===== config.mk =====
export PLATFORM = sky130hd
export DESIGN_NAME = data_mem_bridge_flat
export DESIGN_NICKNAME = d
export VERILOG_FILES = /design/src/rtl/mips_mem_pkg.sv /design/src/rtl/data_mem_bridge_if.sv /design/src/rtl/mem_timeout_cnt.sv /design/src/rtl/data_mem_bridge.sv /design/src/flat_wrapper.sv
export SDC_FILE = /design/constraint.sdc
export NUM_CORES = 1
export LEC_CHECK = 0
export CAP_MARGIN = 10
export CORE_MARGIN = 1
export CORE_UTILIZATION = 30
export CTS_CLUSTER_DIAMETER = 40
export CTS_CLUSTER_SIZE = 12
export DETAILED_ROUTE_END_ITERATION = 12
export PLACE_DENSITY = 0.73
export SETUP_SLACK_MARGIN = 0.15
export SLEW_MARGIN = 25
export SYNTH_ARGS = -nofsm -noshare
export SYNTH_HDL_FRONTEND = slang
export SYNTH_SLANG_ARGS = --single-unit

===== constraint.sdc =====
create_clock -name Clk -period 2.6 [get_ports Clk]
set_clock_uncertainty 0.15 [all_clocks]
set_input_delay 0.52 -clock Clk [delete_from_list [all_inputs] [get_ports Clk]]
set_output_delay 0.52 -clock Clk [all_outputs]
set_load 0.1 [all_outputs]

===== src/rtl/mips_mem_pkg.sv =====
// Shared definitions for the data-memory bridge: FSM encoding, abort read data
// and the default timeout budget.
package mips_mem_pkg;

  typedef enum logic [2:0] {
    IDLE     = 3'd0,
    REQ      = 3'd1,
    WAIT_RSP = 3'd2,
    DONE     = 3'd3,
    DRAIN    = 3'd4
  } mem_state_e;

  localparam logic [31:0] ERR_RDATA           = 32'hDEAD_BEEF;
  localparam int          DEFAULT_TIMEOUT_CYC = 64;

endpackage


===== src/rtl/data_mem_bridge_if.sv =====
// req/gnt/rvalid memory bus between the load/store bridge (master) and the
// data memory (slave).
interface data_mem_bridge_if #(
  parameter int ADDR_W = 32,
  parameter int DATA_W = 32
);

  logic              BusReq_o;
  logic              BusWe_o;
  logic [ADDR_W-1:0] BusAddr_o;
  logic [DATA_W-1:0] BusWData_o;
  logic              BusGnt_i;
  logic              BusRValid_i;
  logic [DATA_W-1:0] BusRData_i;

  modport master (
    output BusReq_o, BusWe_o, BusAddr_o, BusWData_o,
    input  BusGnt_i, BusRValid_i, BusRData_i
  );

  modport slave (
    input  BusReq_o, BusWe_o, BusAddr_o, BusWData_o,
    output BusGnt_i, BusRValid_i, BusRData_i
  );

endinterface


===== src/rtl/mem_timeout_cnt.sv =====
// Clear/enable cycle counter that flags when it reaches TIMEOUT_CYC-1; used to
// bound how long a bus access may stay outstanding.
module mem_timeout_cnt #(
  parameter int TIMEOUT_CYC = 64
) (
  input  logic clk,
  input  logic rst_n,
  input  logic clr,
  input  logic en,
  output logic tc
);

  localparam int         W      = $clog2(TIMEOUT_CYC);
  localparam logic [W-1:0] TC_VAL = W'(TIMEOUT_CYC - 1);

  logic [W-1:0] cnt_q;

  // Clear wins over enable so a new access always starts from zero.
  always_ff @(posedge clk or negedge rst_n) begin
    if (!rst_n) begin
      cnt_q <= '0;
    end else if (clr) begin
      cnt_q <= '0;
    end else if (en) begin
      cnt_q <= cnt_q + W'(1);
    end
  end

  assign tc = (cnt_q == TC_VAL);

endmodule


===== src/rtl/data_mem_bridge.sv =====
// Load/store bridge from the single-cycle datapath onto a req/gnt/rvalid bus.
// Optional posted stores are enabled with DMEM_POSTED_WRITE_EN.
module data_mem_bridge
  import mips_mem_pkg::*;
#(
  parameter int ADDR_W      = 32,
  parameter int DATA_W      = 32,
  parameter int TIMEOUT_CYC = DEFAULT_TIMEOUT_CYC
) (
  input  logic              Clk,
  input  logic              Rst,
  input  logic              MemRead_i,
  input  logic              MemWrite_i,
  input  logic [ADDR_W-1:0] Addr_i,
  input  logic [DATA_W-1:0] WData_i,
  output logic [DATA_W-1:0] RData_o,
  output logic              Stall_o,
  output logic              MisalignErr_o,
  output logic              TimeoutErr_o,
  data_mem_bridge_if.master bus
);

  mem_state_e        state_q, state_d;
  logic              req_q, req_d;
  logic              we_q, we_d;
  logic [ADDR_W-1:0] addr_q, addr_d;
  logic [DATA_W-1:0] wdata_q, wdata_d;
  logic [DATA_W-1:0] rdata_q, rdata_d;
  logic              terr_q, terr_d;
  logic              cnt_clr, cnt_en, cnt_tc;
  logic              stall;

  logic access, aligned, is_write;

  assign access   = MemRead_i | MemWrite_i;
  assign aligned  = (Addr_i[1:0] == 2'b00);
  assign is_write = MemWrite_i;

  mem_timeout_cnt #(
    .TIMEOUT_CYC (TIMEOUT_CYC)
  ) u_timeout_cnt (
    .clk   (Clk),
    .rst_n (Rst),
    .clr   (cnt_clr),
    .en    (cnt_en),
    .tc    (cnt_tc)
  );

  always_ff @(posedge Clk or negedge Rst) begin
    if (!Rst) begin
      state_q <= IDLE;
      req_q   <= 1'b0;
      we_q    <= 1'b0;
      addr_q  <= '0;
      wdata_q <= '0;
      rdata_q <= '0;
      terr_q  <= 1'b0;
    end else begin
      state_q <= state_d;
      req_q   <= req_d;
      we_q    <= we_d;
      addr_q  <= addr_d;
      wdata_q <= wdata_d;
      rdata_q <= rdata_d;
      terr_q  <= terr_d;
    end
  end

  // A timeout takes precedence over a grant or response arriving in the same cycle.
  always_comb begin
    state_d = state_q;
    req_d   = req_q;
    we_d    = we_q;
    addr_d  = addr_q;
    wdata_d = wdata_q;
    rdata_d = rdata_q;
    terr_d  = 1'b0;
    cnt_clr = 1'b0;
    cnt_en  = 1'b0;
    stall   = 1'b0;

    case (state_q)
      IDLE: begin
        if (access && aligned) begin
          req_d   = 1'b1;
          we_d    = is_write;
          addr_d  = {Addr_i[ADDR_W-1:2], 2'b00};
          wdata_d = WData_i;
          cnt_clr = 1'b1;
`ifdef DMEM_POSTED_WRITE_EN
          if (is_write) begin
            state_d = DRAIN;
          end else begin
            stall   = 1'b1;
            state_d = REQ;
          end
`else
          stall   = 1'b1;
          state_d = REQ;
`endif
        end
      end

      REQ: begin
        stall  = 1'b1;
        cnt_en = 1'b1;
        if (cnt_tc) begin
          req_d   = 1'b0;
          terr_d  = 1'b1;
          state_d = DONE;
          if (!we_q) begin
            rdata_d = DATA_W'(ERR_RDATA);
          end
        end else if (bus.BusGnt_i) begin
          req_d   = 1'b0;
          state_d = we_q ? DONE : WAIT_RSP;
        end
      end

      WAIT_RSP: begin
        stall  = 1'b1;
        cnt_en = 1'b1;
        if (cnt_tc) begin
          terr_d  = 1'b1;
          rdata_d = DATA_W'(ERR_RDATA);
          state_d = DONE;
        end else if (bus.BusRValid_i) begin
          rdata_d = bus.BusRData_i;
          state_d = DONE;
        end
      end

      DONE: begin
        state_d = IDLE;
      end

`ifdef DMEM_POSTED_WRITE_EN
      // Returns to IDLE rather than DONE so a held CPU access is started, not skipped.
      DRAIN: begin
        stall  = access && aligned;
        cnt_en = 1'b1;
        if (cnt_tc) begin
          req_d   = 1'b0;
          terr_d  = 1'b1;
          state_d = IDLE;
        end else if (bus.BusGnt_i) begin
          req_d   = 1'b0;
          state_d = IDLE;
        end
      end
`endif

      default: begin
        req_d   = 1'b0;
        state_d = IDLE;
      end
    endcase
  end

  assign Stall_o        = stall;
  assign MisalignErr_o  = access & ~aligned;
  assign TimeoutErr_o   = terr_q;
  assign RData_o        = rdata_q;
  assign bus.BusReq_o   = req_q;
  assign bus.BusWe_o    = we_q;
  assign bus.BusAddr_o  = addr_q;
  assign bus.BusWData_o = wdata_q;

endmodule


===== src/flat_wrapper.sv =====
// flat-port wrapper written by rule: the top's interface ports become plain ports
module data_mem_bridge_flat import mips_mem_pkg::*;
#(
  parameter int ADDR_W      = 32,
  parameter int DATA_W      = 32,
  parameter int TIMEOUT_CYC = DEFAULT_TIMEOUT_CYC
)
  (Clk, Rst, MemRead_i, MemWrite_i, Addr_i, WData_i, RData_o, Stall_o, MisalignErr_o, TimeoutErr_o, bus_BusReq_o, bus_BusWe_o, bus_BusAddr_o, bus_BusWData_o, bus_BusGnt_i, bus_BusRValid_i, bus_BusRData_i);
  data_mem_bridge_if #(.ADDR_W(ADDR_W), .DATA_W(DATA_W)) bus_i ();
  input  logic Clk;
  input  logic Rst;
  input  logic MemRead_i;
  input  logic MemWrite_i;
  input  logic [ADDR_W-1:0] Addr_i;
  input  logic [DATA_W-1:0] WData_i;
  output logic [DATA_W-1:0] RData_o;
  output logic Stall_o;
  output logic MisalignErr_o;
  output logic TimeoutErr_o;
  output wire logic [$bits(bus_i.BusReq_o)-1:0] bus_BusReq_o;
  output wire logic [$bits(bus_i.BusWe_o)-1:0] bus_BusWe_o;
  output wire logic [$bits(bus_i.BusAddr_o)-1:0] bus_BusAddr_o;
  output wire logic [$bits(bus_i.BusWData_o)-1:0] bus_BusWData_o;
  input wire logic [$bits(bus_i.BusGnt_i)-1:0] bus_BusGnt_i;
  input wire logic [$bits(bus_i.BusRValid_i)-1:0] bus_BusRValid_i;
  input wire logic [$bits(bus_i.BusRData_i)-1:0] bus_BusRData_i;
  assign bus_BusReq_o = bus_i.BusReq_o;
  assign bus_BusWe_o = bus_i.BusWe_o;
  assign bus_BusAddr_o = bus_i.BusAddr_o;
  assign bus_BusWData_o = bus_i.BusWData_o;
  assign bus_i.BusGnt_i = bus_BusGnt_i;
  assign bus_i.BusRValid_i = bus_BusRValid_i;
  assign bus_i.BusRData_i = bus_BusRData_i;
  data_mem_bridge #(.ADDR_W(ADDR_W), .DATA_W(DATA_W), .TIMEOUT_CYC(TIMEOUT_CYC)) u_core (.Clk(Clk), .Rst(Rst), .MemRead_i(MemRead_i), .MemWrite_i(MemWrite_i), .Addr_i(Addr_i), .WData_i(WData_i), .RData_o(RData_o), .Stall_o(Stall_o), .MisalignErr_o(MisalignErr_o), .TimeoutErr_o(TimeoutErr_o), .bus(bus_i));
endmodule

==> results.cfg, run 1 <==
[outcome]
status = finished clean

[clock_network]
cts.sinks = 105
ctsLongestPathBuffers = 2
clk_latency_ns = 0.34
cts_tree = built
htreeDepth = 3
clkTransAtPathRegs_ns = 0.07
cts_inserted_buffers = 9
postCtsSetupBuffers = 0
clock-root-buffer = clkbuf_16

[sta]
fin_crit_sh_pct = 92.9
fin_tns_setup_ns = 0
maxSlewViolCount = 0
final.min_clock_period_ns = 2.42
slew_headroom_pct = 59.9
fmaxAchievable_ghz = 0.414
tightest_slew_ns = 0.601
setup_violations = 0
hold_viol_final = 0
grt_setup_unrepaired = true

[global_route]
grt_pass1_wl_um = 16300
grt_use_met3_pct = 3.54
grt_busiest_layer = met2
grt_antenna_before_repair = 0
grt_usage_pct = 14.9
grt_pass1_vias = 3219
grtUsageMet1_pct = 17.3
grt_use_met2_pct = 26.1
grt_max_degree = 39
grt_overflow = 0

[floorplan]
row_count = 42
die_height_um = 119
io_pins = 203
core_mm2 = 0.0133
fp.dieW_um = 119
die_area_mm2 = 0.0142
initial_core_util_pct = 30.9

[critical_path]
cp-start-kind = primary input
worstPathArrival_ns = 1.75
crit_path_max_incr_delay_ns = 0.48
crit_slowest_cell = clkdlybuf4s50_1
path_cells = clkdlybuf4s50_1, nor4_4, nor2_2, nor2_4, buf_12
critPathMaxFanout = 3
critical_path_class = primary input to output port
cp-end-kind = output port
cp_data_required_time_ns = 1.93

[synthesis]
synth_compound_area_share_pct = 8.37
syn_area_mm2 = 0.00411
yosysWarnings = 0
ys_types = 33
yosys.area.top_type = dfrtp_1
synthTopCellsByArea = dfrtp_1 (64%), mux2_2 (16%), o22a_1 (5.1%)
synthMuxAreaShare_pct = 18.1
synth_edf_count = 0
async_flop_share_pct = 100
seq_area_frac_synth_pct = 63.9
postSynthCellCount = 274
synth_top_area_share_pct = 63.9
synth-seq-cells = 105
synth_top_family_by_area = multiplexers
syn-mean-instance-area_um2 = 15.0
synth.most_common_cell = dfrtp_1
synth_fa_ha_area_share_pct = 1.52
synth-xor-area-share_pct = 0.853
synth_common_cells = dfrtp_1 (105), mux2_2 (60), o22a_1 (24)
synth_simple_gate_area_share_pct = 4.29
synth_ff_type = dfrtp_1

[placed_design]
hpwlAfterDp_um = 7530
place_congestion = 0.746
io_buffers = 200

[cells_and_area]
antenna_cells = 0
fin_nets = 588
multi_input_area_mm2 = 0.00141
seq_area_mm2 = 0.00263
area_delta_synth_final_pct = 56.6
layout-drive-gt1-share_pct = 40.1
n_fill_cell = 1169

[detailed_routing]
num_vias = 3021
drt_wl_total_um = 10200
vias_per_cell = 4.56
detail-route-antenna-nets = 0
drt_pass1_iterations = 4
routedWlPerCell_um = 15.4
drt_iter0_drc = 145
drc = 0

[hold_path]
hp-class = flop to flop

[job]
timing.max_cap.violations = 0
per-stage QoR:
stage	utilization, %	worst slack, ns	hold slack [ns]	instance area [um2]	cells
floorplan	-	0.126	0.0744	4130	275
global placement	46.1	0.105	0.319	6130	645
detailed placement	46.1	0.117	0.333	6130	645
CTS	48.3	0.156	0.349	6420	662
global route	48.4	0.0757	0.368	6440	662
finish	48.4	0.185	0.345	6440	662
cells by family after synthesis:
group	Yosys count
other	1
buffers and inverters	20
AO/OA/AOI/OAI	42
adder cells (fa/ha/maj)	5
multiplexers	66
flip-flops	105
AND/OR/NAND/NOR	31
XOR/XNOR	4
area by class of cell:
type | instances | share of cell area [%]
tap | 176 | 3.42
clock inverter | 5 | 0.622
multi-input combinational | 150 | 21.8
clock buffer | 11 | 3.62
inverter | 5 | 0.292
sequential | 105 | 40.8
timing repair buffer | 210 | 29.4
per-layer routing:
metal,up-vias,wire (um)
li1,1396,-
met1,1501,4180
met5,-,0
met2,111,5260
met4,0,159
met3,13,613
layout by cell type, fill, tap and decap left out, types with 2 or more instances in the layout:
cell             instances
clkbuf_1                 2
or3_1                    2
conb_1                   2
mux2_2                  60
nor2_1                   8
a31oi_1                  3
nand4_1                  2
clkinv_4                 3
nor2_2                   4
ha_1                     4
buf_4                  104
o22a_1                  24
nor2b_1                  2
clkbuf_16                9
nand2_1                  5
a21oi_1                  2
xor2_1                   3
inv_1                    5
mux2_1                   5
clkdlybuf4s50_1        100
dfrtp_1                105
a22o_1                   8
o21ai_0                  2
buf_12                   5
critical path: cells and delay by family:
family / cells / cell delay [ns]
buffers and inverters: 2 / 0.67
AND/OR/NAND/NOR: 3 / 0.56
registers in the layout, summed over array words and instances (netlist names):
name,flops
u_core.RData_o,32
u_core.bus.BusWData_o,32
u_core.u_timeout_cnt.cnt_q,6
u_core.bus.BusAddr_o,30
u_core.bus.BusReq_o,1
u_core.state_q,2
u_core.TimeoutErr_o,1
u_core.bus.BusWe_o,1
repair_timing:
item	in CTS	in global routing
hold endpoints to repair	15	0
setup endpoints to repair	1	1
hold buffers	1	0
resized for setup	2	1
pin swaps	2	0
worst paths after layout:
| check | startpoint | end | slack (ns) | depth (start not counted) |
|---|---|---|---|---|
| max in group asynchronous | Rst | u_core.bus.BusAddr_o[22] | 1.01 | 3 |
| hold / removal | u_core.bus.BusWData_o[19] | u_core.bus.BusWData_o[19] | 0.34 | 1 |
| setup / recovery | Addr_i[1] | Stall_o | 0.18 | 5 |
| hold reg to reg | u_core.bus.BusWData_o[19] | u_core.bus.BusWData_o[19] | 0.34 | 1 |
| setup reg to reg | u_core.state_q[0] | u_core.RData_o[18] | 0.56 | 5 |
| min in group asynchronous | Rst | u_core.bus.BusAddr_o[7] | 0.54 | 2 |
Power of run 1 is left out: the tool's default activity adds up to more than one toggle a clock period on the data nets, which glitch-free logic cannot reach.
==> run 2, diff against run 1 <==
--- a/config.mk
+++ b/config.mk
@@ -11,7 +11,10 @@
 export CTS_CLUSTER_DIAMETER = 40
 export CTS_CLUSTER_SIZE = 12
 export DETAILED_ROUTE_END_ITERATION = 12
-export PLACE_DENSITY = 0.73
+export DONT_BUFFER_PORTS = 1
+export GPL_ROUTABILITY_DRIVEN = 1
+export HOLD_SLACK_MARGIN = 0.15
+export PLACE_DENSITY = 0.54
 export SETUP_SLACK_MARGIN = 0.15
 export SLEW_MARGIN = 25
 export SYNTH_ARGS = -nofsm -noshare
==> run 2 against run 1 <==
Against the previous run:
- the run now ends with negative hold slack left
- non-clock buffer count down 129
- routed wire length down 13%
- flip-flop and latch count unchanged
- core utilization down 8.8 points
- critical endpoint unchanged
- first-iteration DRC count down 16%
- count of clock-buffer cells in the layout unchanged
==> results.cfg, run 2 (same netlist as run 1, synthesis figures left out) <==
[cells_and_area]
layout-drive-gt1-share_pct = 37.0
n_fill_cell = 1262
layout_commonest_cell = dfrtp_1
mostFrequentLayoutCells = dfrtp_1 (105), mux2_2 (60), buf_4 (43)
multi_input_area_mm2 = 0.00140
antenna_cells = 0
area_delta_synth_final_pct = 28.1
fin_nets = 459
seq_area_mm2 = 0.00263

[clock_network]
htreeDepth = 3
cts.sinks = 105
clock-root-buffer = clkbuf_16
clk_latency_ns = 0.34
ctsLongestPathBuffers = 2
clkTransAtPathRegs_ns = 0.07
cts_inserted_buffers = 9
cts_tree = built

[detailed_routing]
vias_per_cell = 4.72
drt_iter0_drc = 122
routedWlPerCell_um = 16.7
drt_wl_total_um = 8890
drc = 0
detail-route-antenna-nets = 0
drt_pass1_iterations = 4
num_vias = 2517

[critical_path]
cp_num_buf_inv = 3
critPathMaxFanout = 3
cp-start-kind = flop
worstPathArrival_ns = 1.67
ff2ff_path_depth = 7
cp_data_required_time_ns = 1.93
critical_path_class = flop to output port
crit_slowest_cell = dfrtp_1
path_depth = 7
crit_path_max_incr_delay_ns = 0.38
cp-end-kind = output port
cp_top_family = simple AND/OR/NAND/NOR gates
crit_path_start = u_core.state_q[1]
path_cells = inv_1, ha_4, inv_2, nor4_4, nor2_2, nor2_4, buf_12
rr_startpoint = u_core.state_q[1]

[global_route]
grt_usage_pct = 12.8
grt_overflow = 0
grt_max_degree = 106
grt_pass1_vias = 2574
grt_antenna_before_repair = 0
grt_pass1_wl_um = 13800

[outcome]
status = finished with violations
violations = negative hold slack

[placed_design]
hpwlAfterDp_um = 5870
place_congestion = 0.737
io_buffers = 0

[floorplan]
core_mm2 = 0.0133
die_height_um = 119
row_count = 42
fp.dieW_um = 119
io_pins = 203
initial_core_util_pct = 30.9
die_area_mm2 = 0.0142

[sta]
final.min_clock_period_ns = 2.34
fin_crit_sh_pct = 89.8
slew_headroom_pct = 38.3
hold_viol_final = 105
setup_violations = 0
fmaxAchievable_ghz = 0.428
tightest_slew_ns = 0.926
maxSlewViolCount = 0
grt_setup_unrepaired = false
hold_ws_ns = -0.285
fin_tns_setup_ns = 0

[hold_path]
hp-class = primary input to async pin

[job]
timing.max_cap.violations = 0
-- run 2: timing repair --
| action | CTS | global route |
|---|---|---|
| endpoints found under the setup margin | 1 | 1 |
| hold endpoints to repair | 137 | 109 |
| pin swaps | 2 | 2 |
| buffers inserted | 3 | 0 |
| hold buffers | 32 | 4 |
| resized for setup | 3 | 2 |
-- run 2: metal layers --
metal | wire (um) | global-route usage, % | vias up
met5 | 0 | 0 | -
li1 | - | - | 1142
met4 | 162 | 5.46 | 0
met1 | 3630 | 15.2 | 1240
met3 | 710 | 5.22 | 11
met2 | 4390 | 20.4 | 124
-- run 2: cell type report --
class                      count  area share [%]
inverter                       5           0.357
clock buffer                  11            4.61
multi-input combinational    150            26.6
clock inverter                 5           0.547
sequential                   105            49.9
timing repair buffer          81            13.7
tap                          176            4.18
-- run 2: worst paths after layout --
path	to	slack, ns
min	u_core.bus.BusAddr_o[27]	-0.29
max	Stall_o	0.26
min in group Clk	u_core.RData_o[17]	0.17
max reg2reg	u_core.bus.BusWData_o[15]	0.49
max in group asynchronous	u_core.bus.BusWData_o[26]	2.47
min reg2reg	u_core.RData_o[7]	0.36
-- run 2: stage by stage --
stage | hold WS (ns) | std cells | cell area (um2) | utilization [%] | setup slack [ns]
after global routing | -0.312 | 533 | 5260 | 39.6 | 0.156
final | -0.285 | 533 | 5260 | 39.6 | 0.265
after detailed placement | 0.0768 | 478 | 4590 | 34.5 | 0.417
after CTS | -0.308 | 529 | 5210 | 39.2 | 0.154
after floorplan | 0.0744 | 275 | 4130 | - | 0.126
after global placement | 0.0765 | 478 | 4590 | 34.5 | 0.458
Power of run 2 is left out for the same reason.
==> RTL change (config.mk and constraints of run 1) <==
The output `TimeoutErr_o` loses its register stage (`terr_q` becomes a continuous assignment).
--- a/src/rtl/data_mem_bridge.sv
+++ b/src/rtl/data_mem_bridge.sv
@@ -54,7 +54,6 @@
       addr_q  <= '0;
       wdata_q <= '0;
       rdata_q <= '0;
-      terr_q  <= 1'b0;
     end else begin
       state_q <= state_d;
       req_q   <= req_d;
@@ -62,9 +61,10 @@
       addr_q  <= addr_d;
       wdata_q <= wdata_d;
       rdata_q <= rdata_d;
-      terr_q  <= terr_d;
     end
   end
+
+  assign terr_q = terr_d;
 
   // A timeout takes precedence over a grant or response arriving in the same cycle.
   always_comb begin
Function: no difference found for any inputs over 10 cycles, from zero or initial values and one cycle with Rst low; that may be too few to reach the edited logic, so the function may still have changed.
==> RTL change against run 1 <==
  * Worst setup slack better by 0.0095 ns
  * Die area down 0.59%
  * Sequential cell count down 1
  * First-iteration DRC count down 21%
  * Wire length down 1.5%
  * Synthesized area down 0.61%
  * Via count up 0.79%
  * Final cell count up 0.30%
  * Final area up 0.12%
  * Critical path type is now register to output port
  * Largest cell class unchanged
Power is left out: the tool's default activity adds up to more than one toggle a clock period on the data nets, which glitch-free logic cannot reach.
==> RTL change: results (changes against run 1) <==
layout cell share with drive strength beyond 1 41.4% (+1.3 points); Slowest-stage cell, CP dfrtp_1; Post-synth ARST share 100% (unchanged); sequential area share after synthesis 63.7% (-0.22 points); met2 GRT Util 25.0% (-1.1 points); Vias per Instance 4.59 (+0.49%); uppermost layer routed met4; ranking of synthesized cells by area dfrtp_1, mux2_2, o22a_1; CP peak stage delay 0.41 ns (-0.07 ns); routed len/inst 15.2 µm (-1.8%); Synth Area in Adders 1.53% (+0.0093 points); Overall Global Routing Usage 14.7% (-0.18 points); highest clock rate 416 MHz (+0.40%); status complete, no violations; GR Util met1 17.6% (+0.26 points); post-synthesis compound-gate area fraction 8.43% (+0.051 points); vias in the first global route 3,104 (-3.6%); number of port buffers 200 (unchanged); met1 wire length 4170 µm (-0.26%); met3 WL 572 µm (-6.7%); HPWL after detailed placement 7350 µm (-2.4%); Longest Clk Path Bufs 2 (unchanged); normalized max-slew margin 35.3% (-25 points); # diodes 0 (unchanged); post-synthesis mux area share 18.2% (+0.11 points); Placed Instance Area 6100 µm² (-0.53%); largest net degree at the start of global routing 60 (+54%); arrival time at the worst endpoint between 1.5 and 2 ns; met3 Track Usage GR 3.43% (-0.12 points); r2r setup slk 0.30 ns (-0.26 ns); Synth Instances 273 (-0.36%); Hold WC Path Type input port to asynchronous set/reset pin; dpl ws 0.100 ns (-0.0164 ns); final hold slack 0.0394 ns (-0.305 ns); nets@finish 590 (+0.34%); placed insts 643 (-0.31%); # H-tree levels 3 (unchanged); RR Startpoint u_core.state_q[0]; GP Congestion 0.766 (+2.7%); DRT iter0 DRCs 114 (-21%); Register Area 2600 µm² (-0.95%); xor and xnor area share after synthesis 0.858% (+0.0052 points); FILL cells 1,172 (+0.26%); DRT Pass-1 Iters 4 (unchanged); worst setup path start u_core.state_q[1]; first-pass GRT wire length 16,100 µm (-1.4%); Crit path max-delay family simple AND/OR/NAND/NOR gates; reg-to-reg critical path endpoint u_core.RData_o[19]; most frequent cells after synthesis dfrtp_1, mux2_2, o22a_1; Cell Count, Final, Fillers Out 664 (+0.30%); met2 routed WL 5110 µm (-2.8%)
-- RTL change: changes by cell type in the layout (fill, tap and decap cells not counted), sizes merged --
| cell | run 1 | this run |
|---|---|---|
| buf | 109 | 113 |
| dlygate4sd3 | 1 | 0 |
| dfrtp | 105 | 104 |
| clkinvlp | 0 | 2 |
| inv | 6 | 7 |
| clkbuf | 11 | 10 |
| clkinv | 4 | 2 |
| dlymetal6s2s | 0 | 2 |
| clkdlybuf4s50 | 100 | 98 |
-- RTL change: what timing repair did --
action                                  CTS  global route
pin swaps                                 2             3
hold buffers                              0             0
endpoints found under the setup margin    1            26
buffers inserted                          0             5
gates resized for setup                   0             9
-- RTL change: area by class of cell --
type | instances | share of cell area, %
flip-flops and latches | 104 | 40.4
repair buffers | 213 | 29.7
multi-input cells | 150 | 21.7
clock buffers | 10 | 3.71
well taps | 176 | 3.42
clock inverters | 6 | 0.660
inverters | 5 | 0.330
